--- config.mk ---
export PLATFORM = sky130hd
export DESIGN_NAME = display_pattern_gen
export DESIGN_NICKNAME = d
export VERILOG_FILES = /design/src/rtl/display_pattern_gen.sv
export SDC_FILE = /design/constraint.sdc
export NUM_CORES = 1
export LEC_CHECK = 0
export CAP_MARGIN = 25
export CORE_ASPECT_RATIO = 0.9
export CORE_UTILIZATION = 60
export DETAILED_ROUTE_END_ITERATION = 12
export PLACE_DENSITY = 0.8
export RECOVER_POWER = 100
export SYNTH_ARGS = -nofsm -noshare
export SYNTH_HDL_FRONTEND = slang
export SYNTH_SLANG_ARGS = --single-unit
--- constraint.sdc ---
create_clock -name clk -period 3.5 [get_ports clk]
set_input_delay 0.525 -clock clk [delete_from_list [all_inputs] [get_ports clk]]
set_output_delay 0.525 -clock clk [all_outputs]
set_load 0.1 [all_outputs]
--- src/rtl/display_pattern_gen.sv ---
// Map/score stimulus generator for the whack-a-mole display path.
// Advances on a step pulse or an internal auto tick, in count, walking-one, LFSR or freeze mode.
module display_pattern_gen #(
    parameter int          HOLES     = 9,
    parameter int          SCORE_W   = 4,
    parameter int          TICK_DIV  = 25_000_000,
    parameter logic [15:0] LFSR_SEED = 16'hACE1
) (
    input  logic               clk,
    input  logic               rst,
    input  logic               step,
    input  logic [1:0]         mode,
    input  logic               auto_en,
    output logic [HOLES-1:0]   map,
    output logic [SCORE_W-1:0] score,
    output logic               score_wrap
);

    typedef enum logic [1:0] {
        MODE_COUNT  = 2'd0,
        MODE_WALK   = 2'd1,
        MODE_LFSR   = 2'd2,
        MODE_FREEZE = 2'd3
    } mode_e;

    // An all-zero seed would lock the LFSR, so it is replaced by 1.
    localparam logic [15:0]      SEED      = (LFSR_SEED == 16'h0000) ? 16'h0001 : LFSR_SEED;
    localparam int               CNT_W     = $clog2(TICK_DIV);
    localparam logic [CNT_W-1:0] TICK_LAST = CNT_W'(TICK_DIV - 1);

    mode_e              mode_q, mode_d;
    logic [HOLES-1:0]   map_q, map_d;
    logic [SCORE_W-1:0] score_q, score_d;
    logic               wrap_q, wrap_d;
    logic [15:0]        lfsr_q, lfsr_d;
    logic [CNT_W-1:0]   cnt_q, cnt_d;

    mode_e              modeIn;
    logic               modeChange;
    logic               tick;
    logic               advance;
    logic               feedback;
    logic [15:0]        lfsrShift;
    logic [HOLES-1:0]   walkNext;

    assign modeIn     = mode_e'(mode);
    assign modeChange = (modeIn != mode_q);
    assign tick       = auto_en && (cnt_q == TICK_LAST);
    assign advance    = step | tick;
    assign feedback   = lfsr_q[15] ^ lfsr_q[13] ^ lfsr_q[12] ^ lfsr_q[10];
    assign lfsrShift  = {lfsr_q[14:0], feedback};

    // A cleared map cannot rotate into a one-hot pattern, so it restarts at bit 0.
    assign walkNext = (map_q == '0) ? HOLES'(1)
                                    : ((map_q << 1) | (map_q >> (HOLES - 1)));

    always_comb begin
        mode_d  = mode_q;
        map_d   = map_q;
        score_d = score_q;
        wrap_d  = 1'b0;
        lfsr_d  = lfsr_q;

        if (modeChange || !auto_en || tick) begin
            cnt_d = '0;
        end else begin
            cnt_d = cnt_q + CNT_W'(1);
        end

        // A mode change reloads the pattern and swallows any advance in the same cycle.
        if (modeChange) begin
            mode_d = modeIn;
            case (modeIn)
                MODE_COUNT: map_d = '0;
                MODE_WALK:  map_d = HOLES'(1);
                MODE_LFSR: begin
                    lfsr_d = SEED;
                    map_d  = SEED[HOLES-1:0];
                end
                default:    map_d = map_q;
            endcase
        end else if (advance && (mode_q != MODE_FREEZE)) begin
            score_d = score_q + SCORE_W'(1);
            wrap_d  = &score_q;
            case (mode_q)
                MODE_COUNT: map_d = map_q + HOLES'(1);
                MODE_WALK:  map_d = walkNext;
                MODE_LFSR: begin
                    lfsr_d = lfsrShift;
                    map_d  = lfsrShift[HOLES-1:0];
                end
                default:    map_d = map_q;
            endcase
        end
    end

    always_ff @(posedge clk or negedge rst) begin
        if (!rst) begin
            mode_q  <= MODE_COUNT;
            map_q   <= '0;
            score_q <= '0;
            wrap_q  <= 1'b0;
            lfsr_q  <= SEED;
            cnt_q   <= '0;
        end else begin
            mode_q  <= mode_d;
            map_q   <= map_d;
            score_q <= score_d;
            wrap_q  <= wrap_d;
            lfsr_q  <= lfsr_d;
            cnt_q   <= cnt_d;
        end
    end

    assign map        = map_q;
    assign score      = score_q;
    assign score_wrap = wrap_q;

endmodule

==> results of run 1 <==
==> worst max-delay path, stage by stage <==
cell and delay [ns]:
dlygate4sd3_1 0.64, xor2_1 0.20, nor2_1 0.09, clkbuf_1 0.36, nand3_1 0.19, clkbuf_1 0.84
nor2_1 0.14
==> layer usage <==
layer  share of wire  vias up  global-route usage
met3           0.056        4              0.0900
met4          0.0050        0              0.0595
met2            0.46       95               0.426
met1            0.48     1418               0.394
met5               0        -                   0
li1                -     1332                   -
==> metrics by stage <==
| stage | area, um^2 | utilization | power (uW) | instances |
|---|---|---|---|---|
| 2_1_floorplan | 3370 | - | 1320 | 359 |
| 3_3_place_gp | 3600 | 0.676 | 1480 | 428 |
| 3_5_place_dp | 3600 | 0.676 | 1490 | 428 |
| 4_1_cts | 3790 | 0.713 | 2100 | 443 |
| 5_1_grt | 3780 | 0.710 | 2170 | 443 |
| 6_report | 3780 | 0.710 | 2070 | 443 |
==> cells in the final DEF (no fill, tap or decap), drive strengths merged, types with 3 or more instances in the layout <==
| master | n |
|---|---|
| nor3b | 3 |
| nand2 | 18 |
| a21o | 3 |
| ha | 11 |
| dfstp | 8 |
| nand4 | 19 |
| nand4b | 3 |
| a21oi | 5 |
| or2 | 3 |
| and4 | 3 |
| xnor2 | 11 |
| a211oi | 6 |
| and3 | 4 |
| o21ai | 5 |
| o211ai | 8 |
| o311ai | 3 |
| a22o | 4 |
| nor2 | 45 |
| inv | 9 |
| nand2b | 9 |
| nor4b | 7 |
| a31oi | 4 |
| dfrtp | 49 |
| nand3 | 28 |
| and2 | 3 |
| mux2 | 4 |
| a22oi | 5 |
| nor3 | 13 |
| nor4 | 4 |
| xor2 | 20 |
| dlygate4sd3 | 16 |
| clkbuf | 17 |
| o211a | 3 |
==> cell families (layout without fill, tap and decap cells) <==
| group | count (synthesis) | count (layout) | share of synthesized area |
|---|---|---|---|
| buffers and inverters | 32 | 49 | 0.0364 |
| AND/OR/NAND/NOR | 167 | 167 | 0.276 |
| AO/OA/AOI/OAI | 56 | 56 | 0.124 |
| adder cells (fa/ha/maj) | 11 | 11 | 0.0408 |
| multiplexers | 5 | 5 | 0.0163 |
| XOR/XNOR | 31 | 31 | 0.0805 |
| flip-flops | 57 | 57 | 0.426 |
==> power by group <==
group          switching, uW  internal [uW]
registers               92.8            748
logic                    458            166
clock network            249            361
total                    799           1280
==> cell type report <==
class,instances,area share
repair buffers,25,0.0570
flip-flops and latches,57,0.380
multi-input cells,270,0.480
inverters,9,0.00895
clock buffers,12,0.0411
well taps,67,0.0222
clock inverters,3,0.0106
==> path summary, 6_finish.rpt <==
path,start,slack (ns),endpoint,cells past startpoint
max,mode[1],0.66,cnt_q[20],7
min,rst,0.30,cnt_q[7],1
max reg2reg,cnt_q[0],1.00,cnt_q[20],7
min reg2reg,cnt_q[0],0.52,cnt_q[0],1
max in group asynchronous,rst,1.71,lfsr_q[4],2
min in group clk,cnt_q[0],0.52,cnt_q[0],1
==> registers in the layout, indices dropped and copies added (netlist names) <==
| name | cells |
|---|---|
| score | 4 |
| lfsr_q | 16 |
| map | 9 |
| mode_q | 2 |
| cnt_q | 25 |
| score_wrap | 1 |
==> impl_metrics.json, run 1 <==
{
  "status": "finished clean",
  "grt_max_degree": 41,
  "timing.fmax_mhz": 352,
  "maxCapViolations": 0,
  "hold_violations": 0,
  "portBuffers": 19,
  "dr.pass1.iters": 4,
  "synth_top_area_frac": 0.364,
  "root_buffer": "clkbuf_8",
  "totalWireLength_um": 7530,
  "grtUsageTotal": 0.281,
  "fill_cells": 416,
  "drc_errors": 0,
  "fin_setup_tns_ns": 0,
  "vias_per_cell": 6.43,
  "drt-wirelength-per-cell_um": 17.0,
  "ys_warn_count": 0,
  "synth_edf_count": 0,
  "h-tree-depth": 3,
  "cts_buffers": 9,
  "cts_setup_buffers": 0,
  "first_global_vias": 2553,
  "synth_fp_nets": 376,
  "p_per_area_nw_per_um2": 549,
  "ant_nets": 0,
  "ys.flop_type": "dfrtp_1",
  "irDropWorstVdd_mv": 0.593,
  "cellLeakagePower_uw": 0.00158,
  "clkTransAtPathRegs_ns": 0.06,
  "fin_nets": 389,
  "synthCells": 359,
  "antenna_found_initial": 0,
  "netlist_area_um2": 3370,
  "ys_ff_latch": 57,
  "multi_input_area_um2": 1810,
  "insertion_delay_ns": 0.34,
  "drive_gt1_frac": 0.0851,
  "synth.area.top_cells": "dfrtp_1 36%, dfstp_2 6.2%, xor2_1 5.2%",
  "holdWs_ns": 0.299,
  "cts.path.max_buffers": 2,
  "num_vias": 2849,
  "tightest_slew_ns": 1.12,
  "grt_overflow": 0,
  "yosysMostFrequentCell": "dfrtp_1",
  "cts_tree": "built",
  "io_pins": 20,
  "die_area_um2": 5920,
  "seqCellArea_um2": 1440,
  "setup_slack_ns": 0.660,
  "gp_congestion": 0.848,
  "hold_class": "primary input to asynchronous set/reset pin",
  "crit_type": "primary input to register",
  "crit_arrival_ns": 3.00,
  "hpwl_um": 4850,
  "slew-limit-headroom": 0.253,
  "yosys.cell_types.count": 52,
  "yosysTopAreaCell": "dfrtp_1",
  "synth_seq_area_share": 0.426,
  "synthTopCellsByCount": "49 x dfrtp_1, 45 x nor2_1, 27 x nand3_1",
  "drt_iter0_markers": 167,
  "cts_hold_buf": 0,
  "slew_violations": 0,
  "rsz0062_at_grt": "no",
  "synthArstFlopShare": 1.00,
  "finClkSkew_ns": 0.00939,
  "cts-resized-gates": 0,
  "setup_viol": 0,
  "grt_pass1_wl_um": 12600,
  "start_kind": "primary input",
  "std_cell_rows": 25,
  "initial_core_util": 0.634,
  "period_share": 0.811,
  "syn_avg_cell_area_um2": 9.39,
  "cts.sinks": 57,
  "die_y_um": 73.1,
  "coreArea_um2": 5320,
  "cp.required_ns": 3.66,
  "die_w_um": 81.0,
  "antennaDiodeCount": 0,
  "place_ws_ns": 0.764,
  "syn_to_final_growth_pct": 12.0,
  "fin_crit_ns": 2.84,
  "end_kind": "register",
  "path_max_fanout": 25
}
Power figures use the tool's default switching activity.
==> inputs of run 2 (changes only) <==
==> constraint.sdc (replaced) <==
create_clock -name clk -period 3 [get_ports clk]
set_input_delay 0.45 -clock clk [delete_from_list [all_inputs] [get_ports clk]]
set_output_delay 0.45 -clock clk [all_outputs]
set_load 0.1 [all_outputs]
==> run 2 against run 1 <==
  * The run now ends with capacitance limit, slew limit left
  * Die area unchanged
  * Utilization down 0.71 points
  * Sequential power up 18%
  * First-iteration DRC count up 37%
  * Worst setup slack worse by 0.18 ns
  * Critical path depth unchanged
  * Non-clock buffer count up 3
  * Hold slack better by 0.20 ns
  * Critical endpoint is now map[3]
  * Sequential share of layout area up 0.38 points
  * Cell count up 0.90%
==> impl_metrics.json, run 2 (same netlist as run 1, synthesis figures left out) <==
{
  "layout_common_cells": "49 x dfrtp_1, 45 x nor2_1, 27 x nand3_1",
  "period_share": 0.840,
  "finClkSkew_ns": 0.0112,
  "end_kind": "register",
  "vias_per_cell": 6.28,
  "grtUsageTotal": 0.285,
  "cts_setup_buffers": 0,
  "std_cell_rows": 25,
  "root_buffer": "clkbuf_8",
  "first_global_vias": 2646,
  "fin_crit_ns": 2.52,
  "cellLeakagePower_uw": 0.00154,
  "die_y_um": 73.1,
  "totalWireLength_um": 7550,
  "finish.utilization": 0.703,
  "cts-resized-gates": 0,
  "ant_nets": 0,
  "crit_family": "buffers and inverters",
  "rsz0062_at_grt": "no",
  "fin_setup_tns_ns": 0,
  "drt_iter0_markers": 229,
  "hpwl_um": 5030,
  "syn_to_final_growth_pct": 10.9,
  "hold_violations": 0,
  "clkTransAtPathRegs_ns": 0.06,
  "die_w_um": 81.0,
  "die_area_um2": 5920,
  "maxCapViolations": 1,
  "gp_congestion": 0.815,
  "path_max_fanout": 14,
  "dr.pass1.iters": 6,
  "critPathMaxStageDelay_ns": 0.65,
  "mostFrequentLayoutCell": "dfrtp_1",
  "regMostFlops": "cnt_q",
  "violations": "capacitance limit, slew limit",
  "drive_gt1_frac": 0.0921,
  "path_cells": "dlygate4sd3_1 > xor2_1 > or2_0 > clkbuf_1 > or2_2 > nor2_1 > a221o_1",
  "status": "finished, violations left",
  "grt_overflow": 0,
  "h-tree-depth": 3,
  "cts_tree": "built",
  "insertion_delay_ns": 0.35,
  "initial_core_util": 0.634,
  "p_per_area_nw_per_um2": 652,
  "grt_max_degree": 33,
  "antennaDiodeCount": 0,
  "cts_buffers": 9,
  "largest_reg_flops": 25,
  "cp.required_ns": 3.23,
  "timing.fmax_mhz": 397,
  "drc_errors": 0,
  "start_kind": "primary input",
  "fin_nets": 392,
  "io_pins": 20,
  "num_vias": 2806,
  "hold_class": "register to register",
  "coreArea_um2": 5320,
  "grt_pass1_wl_um": 12700,
  "slew-limit-headroom": -0.161,
  "cts.sinks": 57,
  "drt-wirelength-per-cell_um": 16.9,
  "cts.path.max_buffers": 2,
  "slew_violations": 31,
  "tightest_slew_ns": 1.74,
  "setup_viol": 0,
  "antenna_found_initial": 0,
  "portBuffers": 19,
  "path_buf_inv": 2,
  "irDropWorstVdd_mv": 0.840,
  "cts_hold_buf": 0,
  "crit_arrival_ns": 2.75,
  "crit_type": "primary input to register",
  "crit_slowest_cell": "dlygate4sd3_1"
}
run 2: cell types whose count changed in the layout (fill, tap and decap cells not counted):
cell	before	now
clkbuf_8	11	12
buf_12	0	1
buf_4	2	5
clkbuf_1	5	20
clkbuf_2	1	0
dlygate4sd3_1	16	2
clkinv_2	2	1
run 2: path summary, 6_finish.rpt:
kind                       startpoint         end  slack, ns  cells past startpoint
min                          score[3]    score[3]       0.50                      1
min reg2reg                  score[3]    score[3]       0.50                      1
max reg2reg                 cnt_q[12]  lfsr_q[13]       0.52                      6
max in group asynchronous         rst   cnt_q[17]       1.44                      1
min in group asynchronous         rst      map[8]       0.56                      1
max                           mode[1]      map[3]       0.48                      7
run 2: worst register-to-register path, delay by kind of cell (launching register included):
| family | cells | cell delay, ns |
|---|---|---|
| DFF | 1 | 0.41 |
| and+or+nand+nor | 4 | 0.97 |
| AOI/OAI and AO/OA | 1 | 0.38 |
| buffers and inverters | 1 | 0.64 |
run 2: layer usage:
metal | wire length, um | vias to the layer above | GRT usage | share of wire
met3 | 453 | 22 | 0.0838 | 0.060
met4 | 158 | 0 | 0.0992 | 0.021
met5 | 0 | - | 0 | 0
li1 | - | 1338 | - | -
met1 | 3510 | 1341 | 0.385 | 0.46
met2 | 3430 | 105 | 0.435 | 0.45
run 2: power by group:
group | internal (uW) | switching, uW | total (uW)
sequential | 872 | 116 | 988
clock | 451 | 304 | 755
combinational | 161 | 535 | 696
total | 1480 | 955 | 2440
run 2: metrics by stage:
step	std cells	hold slack, ns	power (uW)	setup WS [ns]	instance area, um^2
after floorplan	359	0.154	1540	0.557	3370
after global placement	431	0.498	1720	0.520	3600
after detailed placement	431	0.494	1740	0.483	3600
after CTS	447	0.187	2490	0.831	3800
after global routing	447	0.532	2550	0.352	3740
final	447	0.499	2440	0.480	3740
run 2: layout make-up:
| cell class | instances | area (um^2) |
|---|---|---|
| multi-input cells | 270 | 1810 |
| fillers | 416 | 1580 |
| flip-flops and latches | 57 | 1440 |
| clock buffers | 14 | 173 |
| repair buffers | 28 | 165 |
| well taps | 67 | 83.8 |
| clock inverters | 2 | 35.0 |
| inverters | 9 | 33.8 |
==> inputs of run 3 (changes only) <==
--- a/config.mk
+++ b/config.mk
@@ -7,9 +7,9 @@
 export LEC_CHECK = 0
 export CAP_MARGIN = 25
 export CORE_ASPECT_RATIO = 0.9
-export CORE_UTILIZATION = 60
+export CORE_UTILIZATION = 54
 export DETAILED_ROUTE_END_ITERATION = 12
-export PLACE_DENSITY = 0.8
+export PLACE_DENSITY = 0.76
 export RECOVER_POWER = 100
 export SYNTH_ARGS = -nofsm -noshare
 export SYNTH_HDL_FRONTEND = slang
==> constraint.sdc (replaced) <==
create_clock -name clk -period 2.25 [get_ports clk]
set_input_delay 0.3375 -clock clk [delete_from_list [all_inputs] [get_ports clk]]
set_output_delay 0.3375 -clock clk [all_outputs]
set_load 0.1 [all_outputs]
==> run 3 against run 2 <==
  * The run now ends clean
  * Cell count grew 5.1%
  * Count of clock-buffer cells in the layout shrank 3
  * Wire length grew 1.4%
  * Sequential share of layout area shrank 1.7 points
  * Non-clock buffer count grew 20
  * First-iteration DRC count shrank 31%
  * Total power grew 42%
  * Critical path type unchanged
  * Largest cell class unchanged
==> impl_metrics.json, run 3 (same netlist as run 1, synthesis figures left out) <==
{
  "status": "finished clean",
  "std_cell_rows": 26,
  "drt-wirelength-per-cell_um": 16.3,
  "end_kind": "register",
  "placedInstanceArea_um2": 3740,
  "mostFrequentLayoutCell": "nor2_1",
  "finish.utilization": 0.671,
  "clkTransAtPathRegs_ns": 0.07,
  "slew_violations": 0,
  "syn_to_final_growth_pct": 16.5,
  "setup_slack_ns": 0.188,
  "cts_buffers": 9,
  "dr.pass1.iters": 5,
  "grtUsageTotal": 0.261,
  "initial_core_util": 0.576,
  "insertion_delay_ns": 0.34,
  "antennaDiodeCount": 0,
  "num_vias": 2870,
  "fin_crit_ns": 2.06,
  "p_sw_uw": 1270,
  "place_ws_ns": -0.0438,
  "r2r-start": "cnt_q[2]",
  "drt_iter0_markers": 158,
  "cp.required_ns": 2.46,
  "h-tree-depth": 3,
  "path_cells": "dlygate4sd3_1 > xor2_1 > or2_0 > a211o_1 > nand2_1 > mux2_1",
  "grt_overflow": 0,
  "hpwl_um": 5190,
  "crit_type": "primary input to register",
  "root_buffer": "clkbuf_8",
  "cts_tree": "built",
  "reg2reg_to": "cnt_q[3]",
  "cts_hold_buf": 0,
  "pwr-share-clk": 0.339,
  "rsz0062_at_grt": "no",
  "start_kind": "primary input",
  "grt_pass1_wl_um": 13300,
  "crit_slowest_cell": "dlygate4sd3_1",
  "first_global_vias": 2765,
  "power_uw": 3450,
  "hold_class": "primary input to asynchronous set/reset pin",
  "io_pins": 20,
  "stdcell_area_um2": 3930,
  "die_area_um2": 6560,
  "p_int_uw": 2180,
  "antenna_found_initial": 0,
  "cellLeakagePower_uw": 0.00166,
  "grt_max_degree": 58,
  "fin_nets": 412,
  "path_max_fanout": 7,
  "regMostFlops": "cnt_q",
  "cts.path.max_buffers": 2,
  "setup_viol": 0,
  "p_per_area_nw_per_um2": 879,
  "reg2reg_slack_ns": 0.20,
  "cts-resized-gates": 0,
  "ant_nets": 0,
  "crit_arrival_ns": 2.28,
  "timing.fmax_mhz": 485,
  "comb_power_share": 0.283,
  "slew-limit-headroom": 0.0902,
  "critPathMaxStageDelay_ns": 0.60,
  "crit_family": "buffers and inverters",
  "gp_congestion": 0.854,
  "vias_per_cell": 6.11,
  "drc_errors": 0,
  "irDropWorstVdd_mv": 0.893,
  "finClkSkew_ns": 0.00751,
  "coreArea_um2": 5860,
  "p_seq_frac": 0.378,
  "largest_reg_flops": 25,
  "period_share": 0.916,
  "die_w_um": 85.3,
  "cts_setup_buffers": 0,
  "portBuffers": 19,
  "layout_common_cells": "45 x nor2_1, 43 x dfrtp_1, 27 x nand3_1",
  "die_y_um": 77.0,
  "hold_violations": 0,
  "maxCapViolations": 0,
  "totalWireLength_um": 7650,
  "holdWs_ns": 0.388,
  "drive_gt1_frac": 0.190,
  "tightest_slew_ns": 1.36,
  "cts.sinks": 57,
  "switching_share": 0.369,
  "path_buf_inv": 1,
  "rr_worst_depth": 7
}
run 3: changes by cell type in the layout (fill, tap and decap cells not counted), moves of 2 or more:
cell / previous run / this run
clkbuf_2: 0 / 15
clkbuf_8: 12 / 10
dfrtp_1: 49 / 43
bufinv_16: 1 / 3
clkbuf_1: 20 / 5
buf_4: 5 / 23
dfrtp_2: 0 / 6
run 3: cell type report:
cell class	count	area, um^2
tap	70	87.6
sequential	57	1440
inverter	9	33.8
clock inverter	5	103
clock buffer	11	141
timing repair buffer	48	315
fill	472	1930
multi-input combinational	270	1800
run 3: power groups by stage:
stage / Combinational (uW) / Clock, uW / Sequential, uW
after CTS: 1030 / 1200 / 1300
after detailed placement: 1020 / 0 / 1320
after floorplan: 324 / 0 / 1730
final: 978 / 1170 / 1310
after global routing: 1050 / 1240 / 1330
after global placement: 1010 / 0 / 1310
run 3: worst max path at each step:
stage / from / to / slack, ns / cells after the start
after global routing: cnt_q[18] / cnt_q[3] / 0.04 / 7
after detailed placement: mode[0] / map[1] / -0.04 / 8
after floorplan: map[4] / map[2] / 0.001 / 6
after global placement: mode[0] / score[3] / 0.02 / 7
final: mode[0] / map[7] / 0.19 / 6
after CTS: map[0] / map[2] / 0.23 / 7
run 3: through the flow:
step                      setup TNS, ns  cells
final                                 0    470
after global routing                  0    470
after CTS                             0    470
after detailed placement         -0.193    454
after global placement                0    454
after floorplan                       0    359
run 3: metal layers:
| layer | GRT usage | part of all wire | routed length [um] | vias to the layer above |
|---|---|---|---|---|
| li1 | - | - | - | 1380 |
| met1 | 0.367 | 0.47 | 3560 | 1375 |
| met2 | 0.398 | 0.46 | 3530 | 104 |
| met3 | 0.0549 | 0.058 | 445 | 11 |
| met4 | 0.0967 | 0.016 | 120 | 0 |
| met5 | 0 | 0 | 0 | - |
